<file path="config.mk">
export PLATFORM = sky130hd
export DESIGN_NAME = spi_target_port_flat
export DESIGN_NICKNAME = d
export VERILOG_FILES = /design/src/rtl/spi_target_port_if.sv /design/src/rtl/spi_target_port.sv /design/src/flat_wrapper.sv
export SDC_FILE = /design/constraint.sdc
export NUM_CORES = 1
export LEC_CHECK = 0
export CORE_ASPECT_RATIO = 0.6
export CORE_MARGIN = 8
export CORE_UTILIZATION = 35
export DETAILED_ROUTE_END_ITERATION = 7
export PLACE_DENSITY = 0.6
export SETUP_SLACK_MARGIN = 0.2
export SLEW_MARGIN = 25
export SYNTH_ARGS = -nofsm -noshare
export SYNTH_HDL_FRONTEND = slang
export SYNTH_SLANG_ARGS = --single-unit
</file>
<file path="constraint.sdc">
create_clock -name clk_i -period 3.4 [get_ports clk_i]
set_clock_uncertainty 0.1 [all_clocks]
set_input_delay 0.85 -clock clk_i [delete_from_list [all_inputs] [get_ports clk_i]]
set_output_delay 0.85 -clock clk_i [all_outputs]
set_load 0.03 [all_outputs]
</file>
<file path="src/rtl/spi_target_port_if.sv">
// Pin and register-file bundle for the SPI target port.
// slave = the target itself; master = the SPI master plus register file around it.
interface spi_target_port_if #(
  parameter int ADDR_W = 13,
  parameter int DATA_W = 8
);
  logic              cs_i;
  logic              sclk_i;
  logic              sdi_i;
  logic              sdo_o;
  logic              sdo_oe_o;
  logic [ADDR_W-1:0] reg_addr_o;
  logic [DATA_W-1:0] reg_wdata_o;
  logic              reg_we_o;
  logic              reg_re_o;
  logic [DATA_W-1:0] reg_rdata_i;
  logic              busy_o;
  logic              frame_err_o;

  modport slave (
    input  cs_i, sclk_i, sdi_i, reg_rdata_i,
    output sdo_o, sdo_oe_o, reg_addr_o, reg_wdata_o, reg_we_o, reg_re_o,
    output busy_o, frame_err_o
  );

  modport master (
    output cs_i, sclk_i, sdi_i, reg_rdata_i,
    input  sdo_o, sdo_oe_o, reg_addr_o, reg_wdata_o, reg_we_o, reg_re_o,
    input  busy_o, frame_err_o
  );
endinterface

</file>
<file path="src/rtl/spi_target_port.sv">
// SPI mode-0 target for the AD9648-style configuration protocol: oversampled
// CS/SCLK/SDI, 16-bit instruction, byte data, register-file strobes.
module spi_target_port #(
  parameter int ADDR_W      = 13,
  parameter int DATA_W      = 8,
  parameter int SYNC_STAGES = 2
) (
  input  logic                clk_i,
  input  logic                rst_clk_i,
  spi_target_port_if.slave    bus
);
  localparam int INSTR_W = ADDR_W + 3;
  localparam int CNT_W   = $clog2(INSTR_W + 1);

  typedef enum logic [2:0] {IDLE, INSTR, WR_DATA, RD_DATA, DONE} state_t;

  logic [SYNC_STAGES-1:0] cs_sync_reg, sclk_sync_reg, sdi_sync_reg, vld_reg;
  logic cs_prev_reg, sclk_prev_reg, lock_reg;
  logic cs_s, sclk_s, sdi_s, sclk_rise, sclk_fall, cs_fall;

  // lock_reg hides a frame already in progress at reset until CS is seen high.
  always_ff @(posedge clk_i) begin
    if (rst_clk_i) begin
      cs_sync_reg   <= '1;
      sclk_sync_reg <= '0;
      sdi_sync_reg  <= '0;
      vld_reg       <= '0;
      cs_prev_reg   <= 1'b1;
      sclk_prev_reg <= 1'b0;
      lock_reg      <= 1'b1;
    end else begin
      cs_sync_reg   <= {cs_sync_reg[SYNC_STAGES-2:0], bus.cs_i};
      sclk_sync_reg <= {sclk_sync_reg[SYNC_STAGES-2:0], bus.sclk_i};
      sdi_sync_reg  <= {sdi_sync_reg[SYNC_STAGES-2:0], bus.sdi_i};
      vld_reg       <= {vld_reg[SYNC_STAGES-2:0], 1'b1};
      cs_prev_reg   <= cs_s;
      sclk_prev_reg <= sclk_s;
      if (&vld_reg && cs_s)
        lock_reg <= 1'b0;
    end
  end

  assign cs_s      = cs_sync_reg[SYNC_STAGES-1];
  assign sclk_s    = sclk_sync_reg[SYNC_STAGES-1];
  assign sdi_s     = sdi_sync_reg[SYNC_STAGES-1];
  assign sclk_rise = !cs_s && sclk_s && !sclk_prev_reg;
  assign sclk_fall = !cs_s && !sclk_s && sclk_prev_reg;
  assign cs_fall   = !lock_reg && cs_prev_reg && !cs_s;

  state_t              state_reg;
  logic [CNT_W-1:0]    bit_cnt_reg;
  logic [INSTR_W-2:0]  instr_sh_reg;
  logic [DATA_W-2:0]   byte_sh_reg;
  logic [DATA_W-1:0]   nxt_reg, sdo_sh_reg;
  logic                nxt_vld_reg, stream_reg;
  logic [1:0]          bytes_left_reg;
  logic [ADDR_W-1:0]   addr_reg, reg_addr_reg;
  logic [DATA_W-1:0]   reg_wdata_reg;
  logic                sdo_reg, sdo_oe_reg, we_reg, re_reg, busy_reg, frame_err_reg;
  logic [INSTR_W-1:0]  instr_word;
  logic [DATA_W-1:0]   data_byte;
  logic                last_byte;

  assign instr_word = {instr_sh_reg, sdi_s};
  assign data_byte  = {byte_sh_reg, sdi_s};
  assign last_byte  = !stream_reg && (bytes_left_reg == 2'd1);

  always_ff @(posedge clk_i) begin
    if (rst_clk_i) begin
      state_reg      <= IDLE;
      bit_cnt_reg    <= '0;
      instr_sh_reg   <= '0;
      byte_sh_reg    <= '0;
      nxt_reg        <= '0;
      nxt_vld_reg    <= 1'b0;
      sdo_sh_reg     <= '0;
      stream_reg     <= 1'b0;
      bytes_left_reg <= '0;
      addr_reg       <= '0;
      reg_addr_reg   <= '0;
      reg_wdata_reg  <= '0;
      sdo_reg        <= 1'b0;
      sdo_oe_reg     <= 1'b0;
      we_reg         <= 1'b0;
      re_reg         <= 1'b0;
      busy_reg       <= 1'b0;
      frame_err_reg  <= 1'b0;
    end else begin
      we_reg        <= 1'b0;
      re_reg        <= 1'b0;
      frame_err_reg <= 1'b0;
      if (re_reg) begin
        nxt_reg     <= bus.reg_rdata_i;
        nxt_vld_reg <= 1'b1;
      end
      if (state_reg != IDLE && cs_s) begin
        // Any CS rise closes the frame; only a half-shifted word counts as an abort.
        frame_err_reg <= (state_reg == INSTR) ||
                         ((state_reg == WR_DATA || state_reg == RD_DATA) && bit_cnt_reg != '0);
        state_reg     <= IDLE;
        busy_reg      <= 1'b0;
        sdo_oe_reg    <= 1'b0;
        sdo_reg       <= 1'b0;
        nxt_vld_reg   <= 1'b0;
      end else begin
        case (state_reg)
          IDLE: if (cs_fall) begin
            state_reg   <= INSTR;
            bit_cnt_reg <= '0;
            busy_reg    <= 1'b1;
          end
          INSTR: if (sclk_rise) begin
            instr_sh_reg <= instr_word[INSTR_W-2:0];
            bit_cnt_reg  <= bit_cnt_reg + 1'b1;
            if (bit_cnt_reg == CNT_W'(INSTR_W - 1)) begin
              bit_cnt_reg    <= '0;
              stream_reg     <= &instr_word[INSTR_W-2 -: 2];
              bytes_left_reg <= instr_word[INSTR_W-2 -: 2] + 2'd1;
              reg_addr_reg   <= instr_word[ADDR_W-1:0];
              if (instr_word[INSTR_W-1]) begin
                state_reg <= RD_DATA;
                re_reg    <= 1'b1;
                addr_reg  <= instr_word[ADDR_W-1:0] - ADDR_W'(1);
              end else begin
                state_reg <= WR_DATA;
                addr_reg  <= instr_word[ADDR_W-1:0];
              end
            end
          end
          WR_DATA: if (sclk_rise) begin
            byte_sh_reg <= data_byte[DATA_W-2:0];
            bit_cnt_reg <= bit_cnt_reg + 1'b1;
            if (bit_cnt_reg == CNT_W'(DATA_W - 1)) begin
              bit_cnt_reg    <= '0;
              we_reg         <= 1'b1;
              reg_wdata_reg  <= data_byte;
              reg_addr_reg   <= addr_reg;
              addr_reg       <= addr_reg - ADDR_W'(1);
              bytes_left_reg <= bytes_left_reg - 2'd1;
              if (last_byte)
                state_reg <= DONE;
            end
          end
          RD_DATA: begin
            if (sclk_fall) begin
              sdo_oe_reg <= 1'b1;
              if (nxt_vld_reg) begin
                sdo_reg     <= nxt_reg[DATA_W-1];
                sdo_sh_reg  <= {nxt_reg[DATA_W-2:0], 1'b0};
                nxt_vld_reg <= 1'b0;
              end else begin
                sdo_reg    <= sdo_sh_reg[DATA_W-1];
                sdo_sh_reg <= {sdo_sh_reg[DATA_W-2:0], 1'b0};
              end
            end
            if (sclk_rise) begin
              bit_cnt_reg <= bit_cnt_reg + 1'b1;
              if (bit_cnt_reg == CNT_W'(DATA_W - 1)) begin
                bit_cnt_reg <= '0;
                if (last_byte) begin
                  state_reg <= DONE;
                end else begin
                  // Prefetch so the next byte is ready for the coming fall edge.
                  re_reg         <= 1'b1;
                  reg_addr_reg   <= addr_reg;
                  addr_reg       <= addr_reg - ADDR_W'(1);
                  bytes_left_reg <= bytes_left_reg - 2'd1;
                end
              end
            end
          end
          DONE: if (sclk_fall) begin
            sdo_oe_reg <= 1'b0;
            sdo_reg    <= 1'b0;
          end
          default: state_reg <= IDLE;
        endcase
      end
    end
  end

  assign bus.sdo_o       = sdo_reg;
  assign bus.sdo_oe_o    = sdo_oe_reg;
  assign bus.reg_addr_o  = reg_addr_reg;
  assign bus.reg_wdata_o = reg_wdata_reg;
  assign bus.reg_we_o    = we_reg;
  assign bus.reg_re_o    = re_reg;
  assign bus.busy_o      = busy_reg;
  assign bus.frame_err_o = frame_err_reg;
endmodule

</file>
<file path="src/flat_wrapper.sv">
// flat-port wrapper written by rule: the top's interface ports become plain ports
module spi_target_port_flat 
#(
  parameter int ADDR_W      = 13,
  parameter int DATA_W      = 8,
  parameter int SYNC_STAGES = 2
)
  (clk_i, rst_clk_i, bus_cs_i, bus_sclk_i, bus_sdi_i, bus_reg_rdata_i, bus_sdo_o, bus_sdo_oe_o, bus_reg_addr_o, bus_reg_wdata_o, bus_reg_we_o, bus_reg_re_o, bus_busy_o, bus_frame_err_o);
  spi_target_port_if #(.ADDR_W(ADDR_W), .DATA_W(DATA_W)) bus_i ();
  input  logic clk_i;
  input  logic rst_clk_i;
  input wire logic [$bits(bus_i.cs_i)-1:0] bus_cs_i;
  input wire logic [$bits(bus_i.sclk_i)-1:0] bus_sclk_i;
  input wire logic [$bits(bus_i.sdi_i)-1:0] bus_sdi_i;
  input wire logic [$bits(bus_i.reg_rdata_i)-1:0] bus_reg_rdata_i;
  output wire logic [$bits(bus_i.sdo_o)-1:0] bus_sdo_o;
  output wire logic [$bits(bus_i.sdo_oe_o)-1:0] bus_sdo_oe_o;
  output wire logic [$bits(bus_i.reg_addr_o)-1:0] bus_reg_addr_o;
  output wire logic [$bits(bus_i.reg_wdata_o)-1:0] bus_reg_wdata_o;
  output wire logic [$bits(bus_i.reg_we_o)-1:0] bus_reg_we_o;
  output wire logic [$bits(bus_i.reg_re_o)-1:0] bus_reg_re_o;
  output wire logic [$bits(bus_i.busy_o)-1:0] bus_busy_o;
  output wire logic [$bits(bus_i.frame_err_o)-1:0] bus_frame_err_o;
  assign bus_i.cs_i = bus_cs_i;
  assign bus_i.sclk_i = bus_sclk_i;
  assign bus_i.sdi_i = bus_sdi_i;
  assign bus_i.reg_rdata_i = bus_reg_rdata_i;
  assign bus_sdo_o = bus_i.sdo_o;
  assign bus_sdo_oe_o = bus_i.sdo_oe_o;
  assign bus_reg_addr_o = bus_i.reg_addr_o;
  assign bus_reg_wdata_o = bus_i.reg_wdata_o;
  assign bus_reg_we_o = bus_i.reg_we_o;
  assign bus_reg_re_o = bus_i.reg_re_o;
  assign bus_busy_o = bus_i.busy_o;
  assign bus_frame_err_o = bus_i.frame_err_o;
  spi_target_port #(.ADDR_W(ADDR_W), .DATA_W(DATA_W), .SYNC_STAGES(SYNC_STAGES)) u_core (.clk_i(clk_i), .rst_clk_i(rst_clk_i), .bus(bus_i));
endmodule
</file>
# Word level (Yosys, flattened, before mapping)
# Cells that the tools add are included.
[op_classes]
n_eq_ne = 20
n_reduce_logical = 39
bitwise_logic = 4
n_mux = 59
add_sub_neg = 5
[ops]
columns = ["cell", "n"]
rows = [
  ["13-bit two-way mux", 15],
  ["13-bit one-hot mux with 3 select lines", 2],
  ["13-bit by 1-bit subtractor with 13-bit output (second input constant)", 2],
  ["5-bit two-way mux", 5],
  ["3-bit two-way mux", 6],
  ["2-bit by 1-bit inequality test with 1-bit output (second input constant)", 9],
  ["1-bit two-way mux", 17],
  ["5-bit one-hot mux with 3 select lines", 1],
  ["2-bit two-way mux", 7],
  ["3-bit one-hot mux with 4 select lines", 1],
  ["3-bit AND reduction", 4],
  ["1-bit logical AND", 10],
  ["9-bit AND reduction", 1],
  ["3-bit nonzero test", 3],
  ["8-bit two-way mux", 1],
  ["2-bit inequality test (second input constant)", 4],
  ["4-bit AND reduction", 2],
  ["7-bit AND reduction", 1],
  ["3-bit by 2-bit equality test with 1-bit output (second input constant)", 2],
  ["1-bit one-hot mux with 2 select lines", 3],
  ["2-bit one-hot mux with 3 select lines", 1],
  ["2-bit AND reduction", 3],
  ["2-bit OR reduction", 3],
  ["5-bit by 1-bit adder with 5-bit output (second input constant)", 1],
  ["15 further kinds", 23],
]
[word_totals]
input_bits = 13
register_bits = 101
wordCells = 153
output_inout_bits = 27

# Depth between registers and ports, before layout
# Gate-level depths: netlist (run 1).
[logic_depth]
ltp_word = 6
mapped_depth = 10

# Worst setup path before layout (run 1)
# Ideal clock, no wire load.
[synth_timing]
kind = "register -> register"
startpoint = "register u_core.bit_cnt_reg[0]"
endpoint = "register u_core.addr_reg[11]"
path_slack_ps = 1061
n_path_buf = 2
path_stages_with_launch = 11
t_arrival_ps = 2123
setup_ps = 116
synth_period_minus_slack_ps = 2339
path_cell_list = "dfxtp_1 -> ha_1 -> nand3_1 -> inv_1 -> ha_1 -> nor4b_1 -> nor3_2 -> o21a_2 -> buf_2 -> buf_4 -> a31o_2"
[synth_between]
elab_chain_cells = 3
[synth_rtl]
columns = ["item", "line_no", "source"]
rows = [
  ["start, declared", "spi_target_port.sv:51", "logic [CNT_W-1:0] bit_cnt_reg;"],
  ["start signal, assigned", "spi_target_port.sv:114", "bit_cnt_reg <= bit_cnt_reg + 1'b1;"],
  ["start signal, assigned", "spi_target_port.sv:132", "bit_cnt_reg <= bit_cnt_reg + 1'b1;"],
  ["start signal, assigned", "spi_target_port.sv:157", "bit_cnt_reg <= bit_cnt_reg + 1'b1;"],
  ["5-bit by 4-bit equality test with 1-bit output or 5-bit by 3-bit equality test with 1-bit output (tied branches)", "spi_target_port.sv:115, spi_target_port.sv:133, spi_target_port.sv:158", ""],
  ["2-bit inequality test (no line)", "-", ""],
  ["9-bit AND reduction (no line) *", "-", ""],
  ["end signal, assigned", "spi_target_port.sv:123", "addr_reg <= instr_word[ADDR_W-1:0] - ADDR_W'(1);"],
  ["end signal, assigned", "spi_target_port.sv:126", "addr_reg <= instr_word[ADDR_W-1:0];"],
  ["end signal, assigned", "spi_target_port.sv:138", "addr_reg <= addr_reg - ADDR_W'(1);"],
  ["end, declared", "spi_target_port.sv:57", "logic [ADDR_W-1:0] addr_reg, reg_addr_reg;"],
]
# Mark *: on every way between the ends. The rest lies on a longest branch, timed or not.
# A chain may end at the register's enable or synchronous reset.

# Worst setup path after layout (run 1)
[layout_timing]
startpoint = "register u_core.bit_cnt_reg[1]"
endpoint = "register u_core.addr_reg[8]"
# Same word-level chain as after synthesis.

==> impl_metrics.toml, run 1 <==
[synth]
synth_flop_cell = "dfxtp_1"
synthArstFlopShare = 0
synth_edf_count = 0
ys_seq_area_frac = 0.432
postSynthRegisterBits = 100
syn_nets = 571
ys.warnings.count = 0
syn_area_um2 = 4630
syn_avg_cell_area_um2 = 8.43
yosysUniqueCellTypes = 61
syn_inst = 550

[cells_and_area]
multi_input_area_um2 = 2370
fin_area_um2 = 5390
diodes = 0
final_layout_size_suffix_gt1_frac = 0.0683
nNetsFinal = 587
final_common_cell = "dfxtp_1"
final_cell_mix = "100 x dfxtp_1, 77 x nor2_1, 64 x nand2_1"
area_delta_synth_final_pct = 16.2
stdcell_count = 741
regArea_um2 = 2000
fill_cells = 1271
largest_reg_flops = 15

[route]
ant_nets = 0
wl_per_cell_um = 15.3
via_per_inst = 5.38
routed_wirelength_um = 11300
num_vias = 3987
firstDrtPassIters = 6
drt_iter0_markers = 340
route.detailed.drc = 0

[timing]
rsz0062_at_grt = "no"
drv_slew = 0
hold_viol = 0
whs_ns = 0.314
setup-violations-final = 0
tightestPinTransition_ns = 0.954
final.min_clock_period_ns = 2.81
fin_crit_sh = 0.827
setup_ws_ns = 0.589
fmax_mhz = 356
finalSetupTns_ns = 0
maxSlewHeadroom = 0.360

[run]
maxCapViolCount = 0

[clock_network]
cts_tree = "yes"
cts_buffer_depth = 2
htree_levels = 3
postCtsHoldBufs = 0
root_buffer = "clkbuf_16"
clock_sinks = 100
cts_resized = 0
insertion_delay_ns = 0.34
post_cts_buffers = 0
path_clk_slew_ns = 0.07
cts_inserted_buffers = 9

[die]
die_width_um = 165
start_util = 0.359
rows = 32
core_um2 = 12900
dieArea_um2 = 17300
die_h_um = 105
io_pins = 40

[grt]
grt.overflow.total = 0
track_usage = 0.132
grt_max_degree = 80
antenna_found_initial = 0
grt_pass1_vias = 3645
grt_pass1_wl_um = 18700

[setup_path]
max_stage_delay_ns = 0.67
crit_start = "u_core.bit_cnt_reg[1]$_SDFFE_PP0P_"
crit_required_ns = 3.53
path_max_fanout = 41
crit_buf_inv = 1
crit_family = "compound AO/OA/AOI/OAI gates"
path_common_cell = "ha_1"
crit_type = "flop to flop"
r2r-start = "u_core.bit_cnt_reg[1]$_SDFFE_PP0P_"
startpoint_type = "flop"
arrival_ns = 2.94
end_kind = "flop"
path_cells = "ha_1, nand3_1, inv_1, ha_1, nor4b_1, nor3_2, o21a_2, nor2_1, a2111oi_0"
cp_slowest_cell = "o21a_2"

[hold_path]
hold_class = "flop to flop"
hp-start = "u_core.cs_sync_reg[0]$_SDFF_PP1_"

[place]
hpwl_um = 7760
dp_cells = 725
place_area_um2 = 5090
place_ws_ns = 0.605
gp_congestion = 0.835
port_buffers = 39

[power]
power_density_nw_per_um2 = 417
peakVddDrop_mv = 0.216
p_leak_uw = 0.00186

[status]
status = "completed"
cells in the mapped netlist, drive strengths merged, types with 4 or more instances:
master / count / area (um^2)
o211ai: 6 / 45.0
nor2: 77 / 289
a21oi: 36 / 180
or3: 4 / 26.3
nand3: 24 / 120
nor2b: 11 / 68.8
nand2: 64 / 240
a311oi: 14 / 123
xnor2: 7 / 61.3
ha: 8 / 100
nor4: 5 / 31.3
nor3: 12 / 65.1
nor4b: 5 / 43.8
clkbuf: 27 / 121
a31o: 4 / 35.0
o21ai: 21 / 105
inv: 14 / 52.6
a211oi: 12 / 90.1
dfxtp: 100 / 2000
and3: 4 / 26.3
nand2b: 7 / 43.8
mux2i: 31 / 310
buf: 13 / 83.8
or4: 5 / 41.3
kinds of logic (layout without fill, tap and decap cells):
family | after synthesis | after routing | share of synthesized area
compound gates | 112 | 112 | 0.159
xor+xnor | 9 | 9 | 0.0170
fa+ha+maj | 8 | 8 | 0.0216
buf+inv | 55 | 76 | 0.0575
flops | 100 | 100 | 0.432
mux | 31 | 31 | 0.0670
simple gates | 235 | 235 | 0.246
per-layer routing:
| metal | wire (um) | track usage | vias to the layer above |
|---|---|---|---|
| met5 | 0 | 0 | - |
| met4 | 95 | 0.0307 | 0 |
| met3 | 881 | 0.0361 | 8 |
| met2 | 4540 | 0.178 | 135 |
| met1 | 5790 | 0.198 | 1867 |
| li1 | - | - | 1977 |
power breakdown:
group,internal [uW],switching (uW),total [uW]
clock,522,488,1010
sequential,1180,6.46,1180
combinational,22.0,30.2,52.2
total,1720,524,2250
final cells by class:
class,count,share of cell area
multi-input cells,395,0.440
flip-flops and latches,100,0.372
repair buffers,46,0.0836
clock buffers,9,0.0418
well taps,170,0.0395
clock inverters,7,0.0137
inverters,14,0.00976
metrics by stage:
stage / total power [uW] / utilization
2_1_floorplan: 1240 / -
3_3_place_gp: 1260 / 0.395
3_5_place_dp: 1260 / 0.395
4_1_cts: 2280 / 0.418
5_1_grt: 2330 / 0.418
6_report: 2250 / 0.418
worst paths after layout:
path                                                          to  slack, ns  cells after the start
worst max-delay path             u_core.addr_reg[8]$_SDFFE_PP0P_       0.59                      9
worst max register to register   u_core.addr_reg[8]$_SDFFE_PP0P_       0.59                      9
worst min register to register  u_core.cs_sync_reg[1]$_SDFF_PP1_       0.31                      1
worst min-delay path            u_core.cs_sync_reg[1]$_SDFF_PP1_       0.31                      1
Power figures use the tool's default switching activity.
==> run 2: changes to the inputs <==
==> constraint.sdc (replaced) <==
create_clock -name clk_i -period 2.7 [get_ports clk_i]
set_clock_uncertainty 0.1 [all_clocks]
set_input_delay 0.675 -clock clk_i [delete_from_list [all_inputs] [get_ports clk_i]]
set_output_delay 0.675 -clock clk_i [all_outputs]
set_load 0.03 [all_outputs]
==> run 2 against run 1 <==
Clock-buffer cell count unchanged. Worst hold slack worse by 0.0035 ns. Routed wire length up 7.3%. Combinational power up 29%. Power up 30%. Via count up 1.2%. Critical path type unchanged. Critical endpoint is now u_core.addr_reg[2]$_SDFFE_PP0P_. Highest routed layer unchanged.
==> impl_metrics.toml, run 2 (synthesis gave the netlist of run 1 again) <==
[status]
status = "completed"

[timing]
maxSlewHeadroom = 0.556
tightestPinTransition_ns = 0.659
hold_viol = 0
rsz0062_at_grt = "yes"
finalSetupTns_ns = 0
setup-violations-final = 0
fin_crit_sh = 0.868
fmax_mhz = 427
final.min_clock_period_ns = 2.34
drv_slew = 0

[power]
peakVddDrop_mv = 0.267
p_leak_uw = 0.00193
power_density_nw_per_um2 = 527

[die]
start_util = 0.359
die_h_um = 105
io_pins = 40
core_um2 = 12900
dieArea_um2 = 17300
rows = 32
die_width_um = 165

[setup_path]
crit_family = "compound AO/OA/AOI/OAI gates"
startpoint_type = "flop"
max_stage_delay_ns = 0.36
arrival_ns = 2.53
crit_required_ns = 2.89
path_cells = "ha_4, nand3_1, inv_1, ha_2, nor4b_1, buf_4, nor3_4, o21ai_1, buf_4, o21ai_0, a21oi_1"
end_kind = "flop"
crit_buf_inv = 3
cp_slowest_cell = "dfxtp_4"
path_max_fanout = 8
path_common_cell = "buf_4"
crit_type = "flop to flop"

[grt]
grt_pass1_vias = 3798
grt_max_degree = 53
grt_pass1_wl_um = 20100
antenna_found_initial = 0
grt.overflow.total = 0
track_usage = 0.143

[run]
maxCapViolCount = 0

[cells_and_area]
area_delta_synth_final_pct = 19.8
final_common_cell = "dfxtp_1"
fin_util = 0.431
nNetsFinal = 599
largest_reg_flops = 15
final_layout_size_suffix_gt1_frac = 0.0978
diodes = 0
final_cell_mix = "98 x dfxtp_1, 77 x nor2_1, 64 x nand2_1"

[route]
via_per_inst = 5.36
route.detailed.drc = 0
firstDrtPassIters = 5
wl_met2_um = 4990
num_vias = 4035
met1Wirelength_um = 6230
wl_met3_um = 753
drt_iter0_markers = 335
ant_nets = 0
routed_wirelength_um = 12100
highest_layer = "met4"
wl_per_cell_um = 16.1

[place]
port_buffers = 39
gp_congestion = 0.852
hpwl_um = 8320

[clock_network]
root_buffer = "clkbuf_16"
cts_inserted_buffers = 9
htree_levels = 3
clock_sinks = 100
cts_tree = "yes"
insertion_delay_ns = 0.35
cts_buffer_depth = 2
path_clk_slew_ns = 0.08

[hold_path]
hold_class = "flop to flop"
==> run 2: power breakdown <==
part           total (uW)  internal (uW)  switching [uW]
logic                67.5           28.1            39.5
clock network        1370            744             627
registers            1490           1480            7.82
total                2930           2250             675
==> run 2: metrics by stage <==
stage / worst slack (ns) / total power [uW] / cell area, um^2 / instances / hold WS, ns
after global routing: 0.162 / 3020 / 5550 / 753 / 0.346
final: 0.356 / 2930 / 5550 / 753 / 0.310
after detailed placement: 0.152 / 1590 / 5170 / 736 / 0.296
after global placement: 0.330 / 1590 / 5170 / 736 / 0.293
after CTS: 0.220 / 2950 / 5520 / 753 / 0.315
after floorplan: 0.361 / 1560 / 4630 / 550 / 0.289
==> run 2: cell type report <==
cell class	instances	area, um^2
well taps	170	213
clock buffers	9	225
fillers	1285	7340
repair buffers	58	566
multi-input cells	395	2400
inverters	14	52.6
flip-flops and latches	100	2010
clock inverters	7	87.6
==> run 2: what timing repair did <==
item / CTS / global route
hold buffers: 0 / 0
gates resized for setup: 3 / 8
endpoints found under the setup margin: 2 / 24
buffers inserted: 0 / 0
gates cloned: 1 / 0
==> run 2: path summary, 6_finish.rpt <==
kind                                      endpoint  slack [ns]                               start  depth (start not counted)
hold / removal    u_core.cs_sync_reg[1]$_SDFF_PP1_        0.31    u_core.cs_sync_reg[0]$_SDFF_PP1_                          1
setup reg to reg   u_core.addr_reg[2]$_SDFFE_PP0P_        0.36  u_core.bit_cnt_reg[0]$_SDFFE_PP0P_                         11
hold reg to reg   u_core.cs_sync_reg[1]$_SDFF_PP1_        0.31    u_core.cs_sync_reg[0]$_SDFF_PP1_                          1
setup / recovery   u_core.addr_reg[2]$_SDFFE_PP0P_        0.36  u_core.bit_cnt_reg[0]$_SDFFE_PP0P_                         11
==> run 2: routing by layer <==
layer,vias up,track usage
met5,-,0
met2,112,0.196
met3,14,0.0341
met4,0,0.0435
met1,1913,0.214
li1,1996,-
==> run 2: worst register-to-register path, delay by kind of cell (launching register included) <==
family,cells,cell delay [ns]
AOI/OAI and AO/OA,3,0.56
adders and majority gates,2,0.37
buffers and inverters,3,0.48
DFF,1,0.36
and+or+nand+nor,3,0.39
==> run 3: changes to the inputs <==
--- a/config.mk
+++ b/config.mk
@@ -5,11 +5,13 @@
 export SDC_FILE = /design/constraint.sdc
 export NUM_CORES = 1
 export LEC_CHECK = 0
+export CELL_PAD_IN_SITES_DETAIL_PLACEMENT = 1
+export CELL_PAD_IN_SITES_GLOBAL_PLACEMENT = 2
 export CORE_ASPECT_RATIO = 0.6
 export CORE_MARGIN = 8
 export CORE_UTILIZATION = 35
 export DETAILED_ROUTE_END_ITERATION = 7
-export PLACE_DENSITY = 0.6
+export PLACE_DENSITY = 0.86
 export SETUP_SLACK_MARGIN = 0.2
 export SLEW_MARGIN = 25
 export SYNTH_ARGS = -nofsm -noshare
==> run 3 against run 2 <==
Register-to-register slack worse by 0.07 ns. Combinational power is 4.3% higher. Clock power is 7% higher. Worst hold slack better by 0.019 ns. Die area stayed put. Core utilization is 0.51 points higher. Final area is 1.2% higher. Final cell count is 0.66% higher. Maximum frequency is 2.9% lower. Via count is 1.9% higher. Sequential power hardly changed. Setup slack worse by 0.071 ns. Critical path type unchanged.
==> impl_metrics.toml, run 3 (synthesis gave the netlist of run 1 again) <==
[route]
drt_iter0_markers = 256
ant_nets = 0
via_per_inst = 5.42
firstDrtPassIters = 4
routed_wirelength_um = 13800
wl_met3_um = 715
met1Wirelength_um = 6900
highest_layer = "met4"
route.detailed.drc = 0
wl_per_cell_um = 18.3
wl_met2_um = 6030
num_vias = 4112

[die]
core_um2 = 12900
rows = 32
start_util = 0.359
dieArea_um2 = 17300
io_pins = 40
die_width_um = 165
die_h_um = 105

[power]
p_int_uw = 2380
p_leak_uw = 0.00197
power_density_nw_per_um2 = 536
switching_power_uw = 638
clkPwrFrac = 0.483
p_seq_frac = 0.494
p_comb_frac = 0.023
switching_share = 0.212
peakVddDrop_mv = 0.261

[timing]
drv_slew = 0
hold_viol = 0
rsz0062_at_grt = "yes"
tightestPinTransition_ns = 0.595
fmax_mhz = 414
final.min_clock_period_ns = 2.41
fin_crit_sh = 0.894
maxSlewHeadroom = 0.602
setup-violations-final = 0
finalSetupTns_ns = 0

[grt]
track_usage = 0.161
grt_pass1_wl_um = 22500
antenna_found_initial = 0
grt_max_degree = 79
grt_pass1_vias = 4280
grt.overflow.total = 0

[setup_path]
crit_type = "flop to flop"
arrival_ns = 2.56
path_max_fanout = 8
crit_required_ns = 2.84
end_kind = "flop"
startpoint_type = "flop"

[place]
hpwl_um = 9700
port_buffers = 39
gp_congestion = 0.779

[hold_path]
hold_class = "flop to flop"

[status]
status = "completed"

[cells_and_area]
area_delta_synth_final_pct = 21.2
nNetsFinal = 604
final_cell_mix = "98 x dfxtp_1, 77 x nor2_1, 64 x nand2_1"
final_common_cell = "dfxtp_1"
fin_util = 0.436
final_layout_size_suffix_gt1_frac = 0.111
largest_reg_flops = 15
diodes = 0
fill_cells = 1528

[clock_network]
cts_tree = "yes"
htree_levels = 3
cts_inserted_buffers = 9
insertion_delay_ns = 0.35
path_clk_slew_ns = 0.07
root_buffer = "clkbuf_16"
cts_buffer_depth = 2
clock_sinks = 100

[run]
maxCapViolCount = 0
==> run 3: stage by stage <==
stage | instance area (um^2) | hold WS (ns) | instances | total power, uW | worst slack (ns)
after floorplan | 4630 | 0.289 | 550 | 1560 | 0.361
after global placement | 5200 | 0.299 | 739 | 1590 | 0.293
after detailed placement | 5200 | 0.314 | 739 | 1590 | 0.0843
after CTS | 5580 | 0.337 | 758 | 3040 | 0.198
after global routing | 5620 | 0.344 | 758 | 3110 | 0.182
final | 5620 | 0.329 | 758 | 3010 | 0.286
==> run 3: final cells by class <==
class / count / area [um^2] / share of cell area
clock buffers: 11 / 253 / 0.0450
clock inverters: 5 / 82.6 / 0.0147
inverters: 14 / 52.6 / 0.00935
multi-input cells: 395 / 2420 / 0.431
flip-flops and latches: 100 / 2010 / 0.358
well taps: 170 / 213 / 0.0379
repair buffers: 63 / 586 / 0.104
==> run 3: what timing repair did <==
action                     in CTS  in global routing
buffers inserted                3                  0
setup endpoints to repair      23                 22
hold buffers                    0                  0
pin swaps                       0                  2
gates resized for setup         7                 10
==> run 3: final timing paths <==
| kind | from | end | slack (ns) | depth (start not counted) |
|---|---|---|---|---|
| hold reg to reg | u_core.cs_sync_reg[0]$_SDFF_PP1_ | u_core.cs_sync_reg[1]$_SDFF_PP1_ | 0.33 | 1 |
| setup / recovery | u_core.bit_cnt_reg[0]$_SDFFE_PP0P_ | u_core.addr_reg[9]$_SDFFE_PP0P_ | 0.29 | 11 |
| hold / removal | u_core.cs_sync_reg[0]$_SDFF_PP1_ | u_core.cs_sync_reg[1]$_SDFF_PP1_ | 0.33 | 1 |
| setup reg to reg | u_core.bit_cnt_reg[0]$_SDFFE_PP0P_ | u_core.addr_reg[9]$_SDFFE_PP0P_ | 0.29 | 11 |
==> run 3: per-layer routing <==
| layer | GRT usage | vias up |
|---|---|---|
| met5 | 0 | - |
| met4 | 0.0480 | 0 |
| met2 | 0.240 | 70 |
| li1 | - | 2007 |
| met1 | 0.228 | 2020 |
| met3 | 0.0349 | 15 |
==> run 3: worst max-delay path: stages (launching register included) <==
cell and delay [ns]:
dfxtp_4 0.38, ha_4 0.16, nand3_1 0.11, inv_1 0.09, ha_2 0.21, nor4b_1 0.07, buf_4 0.18, nor3_4 0.23
o21a_4 0.24, buf_4 0.14, nor2_1 0.05, a2111oi_2 0.36
==> run 3: power by group through the flow <==
stage                     Sequential (uW)  Clock [uW]  Combinational (uW)
after global placement               1520           0                68.5
after detailed placement             1520           0                70.0
after global routing                 1490        1540                77.4
after CTS                            1490        1480                71.0
after floorplan                      1520           0                39.5
final                                1490        1460                70.4
